**src/rtl/tl_d_pkg.sv**
```systemverilog
// TileLink D-channel definitions shared by the GrantAck source: opcodes and beats per message.
// Pure combinational helpers; no state, no handshake.
package tl_d_pkg;

  typedef enum logic [2:0] {
    D_ACCESS_ACK      = 3'd0,
    D_ACCESS_ACK_DATA = 3'd1,
    D_HINT_ACK        = 3'd2,
    D_GRANT           = 3'd4,
    D_GRANT_DATA      = 3'd5,
    D_RELEASE_ACK     = 3'd6
  } d_opcode_e;

  // Wide enough for 2^7 bytes at one byte per beat.
  localparam int BEATS_W = 8;
  typedef logic [BEATS_W-1:0] beats_t;

  function automatic logic d_has_data(input logic [2:0] opcode);
    return (opcode == D_ACCESS_ACK_DATA) || (opcode == D_GRANT_DATA);
  endfunction

  function automatic logic d_is_grant(input logic [2:0] opcode);
    return (opcode == D_GRANT) || (opcode == D_GRANT_DATA);
  endfunction

  function automatic beats_t d_beats(input logic [2:0] opcode, input logic [2:0] size,
                                     input int unsigned beat_bytes);
    int unsigned lg;
    beats_t      n;
    lg = $clog2(beat_bytes);
    n  = beats_t'(1);
    if (d_has_data(opcode) && (32'(size) > lg))
      n = beats_t'(1) << (32'(size) - lg);
    return n;
  endfunction

endpackage

```
**src/rtl/grant_ack_source_ack_fifo.sv**
```systemverilog
// GrantAck sink-id queue; latency 1 cycle enq->deq (never flows through).
// Backpressure: enq_rdy low when DEPTH entries held; deq holds head until deq_rdy.
module ack_fifo #(
  parameter int DEPTH = 4,
  parameter int WIDTH = 3
) (
  input  logic             clock,
  input  logic             reset,
  input  logic             enq_vld,
  output logic             enq_rdy,
  input  logic [WIDTH-1:0] enq_dat,
  output logic             deq_vld,
  input  logic             deq_rdy,
  output logic [WIDTH-1:0] deq_dat
);
  localparam int PTR_W = $clog2(DEPTH);
  localparam int CNT_W = PTR_W + 1;

  logic [WIDTH-1:0] mem [DEPTH];
  logic [PTR_W-1:0] wr_ptr;
  logic [PTR_W-1:0] rd_ptr;
  logic [CNT_W-1:0] count;
  logic             enq;
  logic             deq;

  assign enq_rdy = (count != CNT_W'(DEPTH));
  assign deq_vld = (count != '0);
  assign deq_dat = mem[rd_ptr];
  assign enq     = enq_vld & enq_rdy;
  assign deq     = deq_vld & deq_rdy;

  // Pointers wrap on their own since DEPTH is a power of two.
  always_ff @(posedge clock) begin
    if (reset) begin
      wr_ptr <= '0;
      rd_ptr <= '0;
      count  <= '0;
    end else begin
      if (enq) wr_ptr <= wr_ptr + PTR_W'(1);
      if (deq) rd_ptr <= rd_ptr + PTR_W'(1);
      count <= count + CNT_W'(enq) - CNT_W'(deq);
    end
  end

  always_ff @(posedge clock) begin
    if (enq) mem[wr_ptr] <= enq_dat;
  end

endmodule

```
**src/rtl/grant_ack_source.sv**
```systemverilog
// Forwards D beats combinationally and queues a GrantAck per completed Grant/GrantData.
// Latency: D->out 0 cycles, last Grant beat->E 1 cycle; backpressure: only a last Grant beat stalls, when the ack queue is full.
module grant_ack_source
  import tl_d_pkg::*;
#(
  parameter int unsigned BEAT_BYTES = 8,
  parameter int          SINK_BITS  = 3,
  parameter int          ACK_DEPTH  = 4
) (
  input  logic                 clock,
  input  logic                 reset,
  input  logic                 io_d_valid,
  output logic                 io_d_ready,
  input  logic [2:0]           io_d_bits_opcode,
  input  logic [2:0]           io_d_bits_size,
  input  logic [SINK_BITS-1:0] io_d_bits_sink,
  output logic                 io_out_valid,
  input  logic                 io_out_ready,
  output logic [2:0]           io_out_bits_opcode,
  output logic [2:0]           io_out_bits_size,
  output logic [SINK_BITS-1:0] io_out_bits_sink,
  output logic                 io_e_valid,
  input  logic                 io_e_ready,
  output logic [SINK_BITS-1:0] io_e_bits_sink
);
  beats_t beat_cnt;
  beats_t msg_beats;
  logic   last_beat;
  logic   grant_beat;
  logic   stall;
  logic   d_fire;
  logic   ack_enq_vld;
  logic   ack_enq_rdy;
  logic   ack_deq_vld;

  assign msg_beats  = d_beats(io_d_bits_opcode, io_d_bits_size, BEAT_BYTES);
  assign last_beat  = (beat_cnt == msg_beats - beats_t'(1));
  assign grant_beat = d_is_grant(io_d_bits_opcode);

  // Held in reset the queue is about to be emptied, so never stall then.
  assign stall = ~reset & grant_beat & last_beat & ~ack_enq_rdy;

  assign io_out_valid       = io_d_valid & ~stall;
  assign io_d_ready         = io_out_ready & ~stall;
  assign io_out_bits_opcode = io_d_bits_opcode;
  assign io_out_bits_size   = io_d_bits_size;
  assign io_out_bits_sink   = io_d_bits_sink;

  assign d_fire      = io_d_valid & io_d_ready;
  assign ack_enq_vld = d_fire & grant_beat & last_beat;

  always_ff @(posedge clock) begin
    if (reset)
      beat_cnt <= '0;
    else if (d_fire)
      beat_cnt <= last_beat ? '0 : beat_cnt + beats_t'(1);
  end

  ack_fifo #(
    .DEPTH (ACK_DEPTH),
    .WIDTH (SINK_BITS)
  ) u_ack_fifo (
    .clock   (clock),
    .reset   (reset),
    .enq_vld (ack_enq_vld),
    .enq_rdy (ack_enq_rdy),
    .enq_dat (io_d_bits_sink),
    .deq_vld (ack_deq_vld),
    .deq_rdy (io_e_ready & ~reset),
    .deq_dat (io_e_bits_sink)
  );

  assign io_e_valid = ack_deq_vld & ~reset;

endmodule

```
**config.mk**
```make
export PLATFORM = sky130hd
export DESIGN_NAME = grant_ack_source
export DESIGN_NICKNAME = d
export VERILOG_FILES = /design/src/rtl/tl_d_pkg.sv /design/src/rtl/grant_ack_source_ack_fifo.sv /design/src/rtl/grant_ack_source.sv
export SDC_FILE = /design/constraint.sdc
export NUM_CORES = 1
export LEC_CHECK = 0
export CAP_MARGIN = 5
export CORE_ASPECT_RATIO = 0.9
export CORE_UTILIZATION = 25
export CTS_BUF_LIST = sky130_fd_sc_hd__clkbuf_2 sky130_fd_sc_hd__clkbuf_4 sky130_fd_sc_hd__clkbuf_8
export CTS_CLUSTER_DIAMETER = 80
export DETAILED_ROUTE_END_ITERATION = 8
export PLACE_DENSITY = 0.5
export SETUP_SLACK_MARGIN = 0.2
export SLEW_MARGIN = 5
export SYNTH_ARGS = -nofsm -noshare
export SYNTH_HDL_FRONTEND = slang
export SYNTH_SLANG_ARGS = --single-unit
```
**constraint.sdc**
```tcl
create_clock -name clock -period 13.6 [get_ports clock]
set_input_delay 3.4 -clock clock [delete_from_list [all_inputs] [get_ports clock]]
set_output_delay 3.4 -clock clock [all_outputs]
set_load 0.1 [all_outputs]
```
==> results of run 1 <==
==> cells in the mapped netlist, drive strengths merged, types with 3 or more instances <==
master / instances
nor4b: 4
nor3: 6
and2: 7
dfxtp: 17
ha: 9
xor2: 5
nor2b: 5
nand2: 10
nand4: 3
xnor2: 4
edfxtp: 12
nand3b: 3
or3: 8
a21oi: 7
inv: 6
buf: 12
o21ai: 8
nor2: 14
mux4: 3
nand3: 3
==> stage by stage <==
step           utilization  power [mW]  hold slack [ps]  cells
3_5_place_dp         0.307       0.170              517    272
5_1_grt              0.320       0.247              567    280
6_report             0.320       0.235              522    280
2_1_floorplan            -       0.155              482    167
3_3_place_gp         0.307       0.169              509    272
4_1_cts              0.320       0.239              530    280
==> cell type report <==
class,instances,area [um2],area share
multi-input cells,119,930,0.436
inverters,6,22.5,0.0106
clock buffers,5,68.8,0.0323
clock inverters,3,17.5,0.00822
well taps,90,113,0.0528
repair buffers,28,280,0.131
flip-flops and latches,29,701,0.329
==> how the worst max path moves through the flow <==
stage                              end         startpoint  depth (start not counted)
after floorplan             io_d_ready  io_d_bits_size[0]                         10
after global placement      io_d_ready  io_d_bits_size[0]                         10
after detailed placement    io_d_ready  io_d_bits_size[0]                         10
after CTS                 io_out_valid  io_d_bits_size[0]                         10
after global routing        io_d_ready  io_d_bits_size[0]                         10
final                     io_out_valid  io_d_bits_size[0]                         10
==> critical path: stages <==
cell and delay, ps:
clkdlybuf4s50_1 550, ha_1 470, or4_1 540, ha_1 270, or3_1 410, a31o_2 250, a211oi_1 250, nor4b_4 590
nor2b_1 110, clkdlybuf4s50_1 990
==> cells by family after synthesis <==
kind of cell,after synthesis,share of synthesized area
AOI/OAI and AO/OA,21,0.0712
xor gates and xnor gates,9,0.0561
adders and majority gates,10,0.0763
buffers and inverters,19,0.0626
DFF,29,0.403
muxes,6,0.0619
and+or+nand+nor,73,0.269
==> per-layer routing <==
layer / global-route usage / share of wire / vias up / wire (um)
li1: - / - / 642 / -
met1: 0.116 / 0.48 / 576 / 1520
met2: 0.158 / 0.46 / 25 / 1450
met3: 0.0375 / 0.048 / 2 / 149
met4: 0.0242 / 0.0042 / 0 / 13
met5: 0 / 0 / - / 0
==> cell usage in the layout, fill, tap and decap left out, drive strengths merged, types with 4 or more instances in the layout <==
cell type / n
dfxtp: 17
and2: 7
nor2: 14
nor4b: 4
ha: 9
inv: 6
a21oi: 7
edfxtp: 12
o21ai: 8
clkdlybuf4s50: 28
nand2: 10
nor3: 6
clkbuf: 5
xor2: 5
or3: 8
nor2b: 5
xnor2: 4
==> registers in the layout, summed over array words and instances, names as in the netlist, named ones only <==
register,cells
beat_cnt,8
u_ack_fifo.count,3
u_ack_fifo.wr_ptr,2
u_ack_fifo.rd_ptr,2
u_ack_fifo.mem,12
==> power by group through the flow <==
stage	clock [mW]	sequential, mW	combinational [mW]
after floorplan	0	0.0997	0.0551
after global placement	0	0.101	0.0689
after global routing	0.0748	0.0993	0.0733
final	0.0681	0.0985	0.0686
after CTS	0.0712	0.0987	0.0692
after detailed placement	0	0.101	0.0689
==> metrics.yaml, run 1 <==
routed_wl_mm: 3.13
grt_max_degree: 17
leakagePower_nw: 0.742
grt-ovfl-total: 0
status: "finished clean"
place_area_um2: 2050
drt_iter0_drc: 25
final_hold_viol_count: 0
hold_end: "beat_cnt[5]$_SDFFE_PP0N_"
dp.final_hpwl_mm: 2.39
syn_area_um2: 1740
insertion_delay_ps: 280
drt_first_pass_iters: 4
cts_buffers: 5
hold_path_depth: 2
rows: 28
startpoint_type: "input pin"
r2r_setup_slack_ps: 10460
cp_max_fo: 16
ant_nets: 0
synth_area_leader_cell: "edfxtp_1"
vias: 1245
port_buffers: 28
async_flop_share: 0
antenna_found_initial: 0
fin_ws_ps: 2370
tightest_slew_ps: 971
die_y_um: 81.1
worstHoldStart: "beat_cnt[5]$_SDFFE_PP0N_"
grt_pass1_wl_mm: 5.42
maxCapViolCount: 0
track_usage: 0.0950
yosys_warnings: 0
r2r_cells: 11
syn-mean-instance-area_um2: 10.4
post_cts_buffers: 0
slew_violations: 0
wl_per_cell_um: 11.2
fp.coreArea_um2: 6660
setup_viol: 0
fmax_mhz: 89.1
finalClockSkew_ps: 1.73
synth-edff-count: 12
die_area_um2: 7290
via_per_inst: 4.45
post-place-ws_ps: 2350
fill_cells: 706
clockRootBuffer: "clkbuf_8"
cts_hold_buf: 0
rr_endpoint: "u_ack_fifo.count[2]$_SDFF_PP0_"
required_ps: 10200
htreeDepth: 2
cts_tree: "built"
antennaDiodeCount: 0
initial_core_util: 0.261
hold_path.class: "reg2reg"
fin_crit_ps: 11230
drive_gt1_frac: 0.121
path_clk_slew_ps: 60
end_kind: "output pin"
max_slew_margin: 0.350
seq_power_share: 0.419
path_class: "in2out"
net-switching-power_uw: 82.1
sw_frac_of_total: 0.349
gp_congestion: 0.699
fin_area_um2: 2130
seq_area_frac_synth: 0.403
fin_crit_sh: 0.825
syn_nets: 191
grt_setup_unrepaired: "false"
synth.distinct_cells: 44
p_comb_frac: 0.292
clockPowerShare: 0.290
postCtsResizedCells: 0
power.internal_uw: 153
cts_buffer_depth: 2
ys_top_cells_by_area: "edfxtp_1 21%, dfxtp_1 20%, ha_1 6.5%"
synth_cells: 167
grt_pass1_vias: 1185
layout.nets: 213
synth.ff_latch_count: 29
worstPathArrival_ps: 7830
yosys.area.top_type_share: 0.207
chipWidth_um: 89.9
ir_drop_mv: 0.0328
p_per_area_nw_per_um2: 110
synth_ff_type: "dfxtp_1"
area_delta_synth_final_pct: 22.6
cts.sinks: 29
io-pin-count: 29
crit-reg2reg-launch: "beat_cnt[2]$_SDFFE_PP0N_"
fin_setup_tns_ps: 0
drc: 0
Note: power is estimated with default switching activity, not from simulation.
==> run 2, diff against run 1 <==
- PLACE_DENSITY: 0.5 -> 0.51
- clock period: 13.6 -> 9.6 ns (I/O delays scaled with it)
==> run 2 against run 1 <==
Effect of this change: die area is the same; final area grew 2.3%; utilization grew 0.75 points; critical path depth grew 1; power grew 64%; register-to-register slack lost 4000 ps; global-route usage shrank 0.65 points.
==> metrics.yaml, run 2 (same netlist as run 1, synthesis figures left out) <==
status: "finished clean"
critPathBufInv: 3
fin_crit_ps: 8280
max_slew_margin: 0.352
path_clk_slew_ps: 70
fp.coreArea_um2: 6660
grt-ovfl-total: 0
ant_nets: 0
routed_wl_mm: 3.07
cts_hold_buf: 0
post_cts_buffers: 0
startpoint: "io_d_bits_size[0]"
p_per_area_nw_per_um2: 177
final_cell_mix: "26 x clkdlybuf4s50_1, 17 x dfxtp_1, 14 x nor2_1"
required_ps: 7200
drt_first_pass_iters: 4
gp_congestion: 0.730
fin_util: 0.328
setup_viol: 0
cts_tree: "built"
tightest_slew_ps: 970
regMostFlops: "u_ack_fifo.mem"
grt_setup_unrepaired: "false"
fmax_mhz: 121
leakagePower_nw: 0.773
end_kind: "output pin"
ir_drop_mv: 0.0534
path_depth: 11
final_hold_viol_count: 0
r2r_setup_slack_ps: 6500
biggestRegsByFlops: "u_ack_fifo.mem: 12 flops, beat_cnt: 8 flops, u_ack_fifo.count: 3 flops"
worstHoldStart: "beat_cnt[5]$_SDFFE_PP0N_"
die_area_um2: 7290
startpoint_type: "input pin"
cts_buffers: 5
grt_pass1_vias: 1050
die_y_um: 81.1
largest_register_ffs: 12
cts_buffer_depth: 2
layout.nets: 214
path_cells: "clkdlybuf4s50_1 > ha_1 > or4_1 > ha_1 > or3_1 > a31o_2 > a211oi_1 > nor4b_4 > buf_4 > nor2b_1 > buf_4"
hold_path.class: "reg2reg"
fin_crit_sh: 0.862
cts.sinks: 29
initial_core_util: 0.261
fin_setup_tns_ps: 0
clockRootBuffer: "clkbuf_8"
rows: 28
hold_path_depth: 2
slew_violations: 0
hold_ws_ps: 523
slowest_stage: "clkdlybuf4s50_1"
antenna_found_initial: 0
io-pin-count: 29
wl_per_cell_um: 10.9
crit_path_max_incr_delay_ps: 550
antennaDiodeCount: 0
dp.final_hpwl_mm: 2.34
area_delta_synth_final_pct: 25.5
finalClockSkew_ps: 5.18
vias: 1212
grt_max_degree: 17
postCtsResizedCells: 0
drt_iter0_drc: 29
drc: 0
power_uw: 386
crit-reg2reg-launch: "beat_cnt[2]$_SDFFE_PP0N_"
via_per_inst: 4.31
track_usage: 0.0884
chipWidth_um: 89.9
insertion_delay_ps: 270
path_class: "in2out"
final_common_cell: "clkdlybuf4s50_1"
r2r_cells: 11
port_buffers: 28
htreeDepth: 2
post-place-cells: 273
maxCapViolCount: 0
drive_gt1_frac: 0.136
final_cells: 281
worstPathArrival_ps: 5880
grt_pass1_wl_mm: 5.02
cp_max_fo: 16
critical-path-top-delay-family: "simple AND/OR/NAND/NOR gates"
==> run 2: cell types whose count changed in the layout (fill, tap and decap cells not counted), sizes merged <==
cell	delta
clkdlybuf4s50	-2
clkinvlp	-1
buf	+3
bufinv	+2
clkinv	-1
==> run 2: routing by layer <==
layer	GRT usage	up-vias	part of all wire
li1	-	640	-
met1	0.118	553	0.52
met2	0.133	17	0.44
met3	0.0318	2	0.037
met4	0.0290	0	0.0042
met5	0	-	0
==> run 2: per-stage QoR <==
| stage | setup WS (ps) | area (um2) |
|---|---|---|
| floorplan | 1140 | 1740 |
| detailed placement | 1330 | 2050 |
| finish | 1320 | 2180 |
| global route | 1080 | 2180 |
| CTS | 1320 | 2180 |
| global placement | 1400 | 2050 |
==> run 2: final timing paths <==
check / to
setup / recovery: io_out_valid
hold / removal: beat_cnt[5]$_SDFFE_PP0N_
setup reg to reg: u_ack_fifo.count[2]$_SDFF_PP0_
hold reg to reg: beat_cnt[5]$_SDFFE_PP0N_
==> run 2: cell type report <==
type                            count  area (um2)
Fill cell                         700        4470
Multi-Input combinational cell    119         930
Sequential cell                    29         701
Timing Repair Buffer               29         283
Tap cell                           90         113
Clock buffer                        5        68.8
Clock inverter                      3        65.1
Inverter                            6        22.5
==> run 2: tightest hold or removal path, delay by kind of cell (launching register included) <==
kind,cells,cell delay (ps)
flops,1,340
compound gates,2,140
==> run 2: where the power goes <==
| part | internal [mW] | switching (mW) | total (mW) | leakage [nW] |
|---|---|---|---|---|
| registers | 0.134 | 0.00542 | 0.139 | 0.245 |
| clock network | 0.103 | 0.0463 | 0.149 | 0.0681 |
| logic | 0.0331 | 0.0644 | 0.0975 | 0.459 |
| total | 0.270 | 0.116 | 0.386 | 0.773 |
==> run 3, diff against run 2 <==
- CAP_MARGIN: 5 -> default
- PLACE_DENSITY: 0.51 -> 0.53
==> run 3 against run 2 <==
Effect of this change: non-clock buffer count unchanged; clock skew down 1.6 ps; die area unchanged; highest routed layer unchanged; critical path depth stayed put; largest power group is now sequential cells.
==> metrics.yaml, run 3 (same netlist as run 1, synthesis figures left out) <==
status: "finished clean"
regMostFlops: "u_ack_fifo.mem"
r2r_setup_slack_ps: 6490
end_kind: "output pin"
crit-reg2reg-launch: "beat_cnt[2]$_SDFFE_PP0N_"
ant_nets: 0
cts_buffer_depth: 2
required_ps: 7200
hold_path_depth: 2
cp_max_fo: 16
fin_crit_sh: 0.863
slew_violations: 0
routed_wl_mm: 3.18
chipWidth_um: 89.9
cts_buffers: 5
max_slew_margin: 0.349
postCtsResizedCells: 0
wl_per_cell_um: 11.3
initial_core_util: 0.261
gp_congestion: 0.683
antenna_found_initial: 0
rr_endpoint: "u_ack_fifo.count[2]$_SDFF_PP0_"
post_cts_buffers: 0
hold_end: "beat_cnt[0]$_SDFFE_PP0N_"
antennaDiodeCount: 0
drt_iter0_drc: 45
startpoint_type: "input pin"
critPathBufInv: 3
leakagePower_nw: 0.749
cts_tree: "built"
clockRootBuffer: "clkbuf_8"
finalClockSkew_ps: 3.60
p_per_area_nw_per_um2: 157
final_common_cell: "clkdlybuf4s50_1"
hold_path.class: "reg2reg"
track_usage: 0.0947
r2r_cells: 11
grt_pass1_wl_mm: 5.45
area_delta_synth_final_pct: 22.7
insertion_delay_ps: 280
via_per_inst: 4.42
largest_register_ffs: 12
fin_crit_ps: 8290
grt-ovfl-total: 0
htreeDepth: 2
path_depth: 11
drive_gt1_frac: 0.136
drc: 0
grt_setup_unrepaired: "false"
rows: 28
worstHoldStart: "beat_cnt[0]$_SDFFE_PP0N_"
final_cell_mix: "26 x clkdlybuf4s50_1, 17 x dfxtp_1, 14 x nor2_1"
grt_pass1_vias: 1203
die_y_um: 81.1
layout.nets: 214
fmax_mhz: 121
fp.coreArea_um2: 6660
vias: 1241
critical-path-top-delay-family: "simple AND/OR/NAND/NOR gates"
slowest_stage: "or4_1"
fill_cells: 698
setup_viol: 0
maxCapViolCount: 0
biggestRegsByFlops: "u_ack_fifo.mem: 12 flops, beat_cnt: 8 flops, u_ack_fifo.count: 3 flops"
port_buffers: 28
tightest_slew_ps: 973
crit_path_max_incr_delay_ps: 550
cts_hold_buf: 0
worstPathArrival_ps: 5890
drt_first_pass_iters: 4
dp.final_hpwl_mm: 2.35
final_hold_viol_count: 0
fin_setup_tns_ps: 0
die_area_um2: 7290
grt_max_degree: 17
power_uw: 335
ir_drop_mv: 0.0500
path_class: "in2out"
cts.sinks: 29
io-pin-count: 29
path_clk_slew_ps: 70
path_cells: "clkdlybuf4s50_1 > ha_1 > or4_1 > ha_1 > or3_1 > a31o_2 > a211oi_1 > nor4b_4 > buf_4 > nor2b_1 > buf_4"
## run 3: changes by cell type in the layout (fill, tap and decap cells not counted), sizes merged
| cell | change |
|---|---|
| clkinvlp | +1 |
| clkinv | +1 |
| bufinv | -2 |
## run 3: metal layers
metal / vias up / global-route usage / share of wire
li1: 637 / - / -
met1: 573 / 0.125 / 0.53
met2: 24 / 0.150 / 0.42
met3: 7 / 0.0234 / 0.032
met4: 0 / 0.0387 / 0.015
met5: - / 0 / 0
## run 3: how the worst max path moves through the flow
stage | to | slack (ps) | startpoint
2_1_floorplan | io_d_ready | 1140 | io_d_bits_size[0]
3_3_place_gp | io_out_valid | 1400 | io_d_bits_size[0]
3_5_place_dp | io_d_ready | 1310 | io_d_bits_size[0]
4_1_cts | io_d_ready | 1310 | io_d_bits_size[0]
5_1_grt | io_d_ready | 1070 | io_d_bits_size[0]
6_report | io_d_ready | 1310 | io_d_bits_size[0]
## run 3: layout make-up
type	count	area [um2]	share of cell area
Tap cell	90	113	0.0528
Timing Repair Buffer	29	283	0.132
Sequential cell	29	701	0.328
Clock inverter	3	17.5	0.00821
Inverter	6	22.5	0.0106
Clock buffer	5	68.8	0.0322
Multi-Input combinational cell	119	930	0.436
## run 3: worst reg2reg max path, delay by kind of cell (launching register included)
family | cells | cell delay, ps
XOR/XNOR | 3 | 560
adder cells (fa/ha/maj) | 2 | 590
buffers and inverters | 1 | 50
flip-flops | 1 | 440
AND/OR/NAND/NOR | 5 | 1340
## run 3: where the power goes
group	switching [mW]	total [mW]	internal, mW
logic	0.0639	0.0970	0.0331
registers	0.00563	0.140	0.134
clock network	0.0483	0.0982	0.0499
total	0.118	0.335	0.217
## run 3: per-stage QoR
stage / hold WS, ps / utilization / std cells / instance area (um2) / setup slack, ps
3_3_place_gp: 507 / 0.308 / 273 / 2050 / 1400
5_1_grt: 581 / 0.321 / 281 / 2130 / 1070
2_1_floorplan: 482 / - / 167 / 1740 / 1140
4_1_cts: 533 / 0.321 / 281 / 2130 / 1310
3_5_place_dp: 521 / 0.308 / 273 / 2050 / 1310
6_report: 522 / 0.321 / 281 / 2130 / 1310
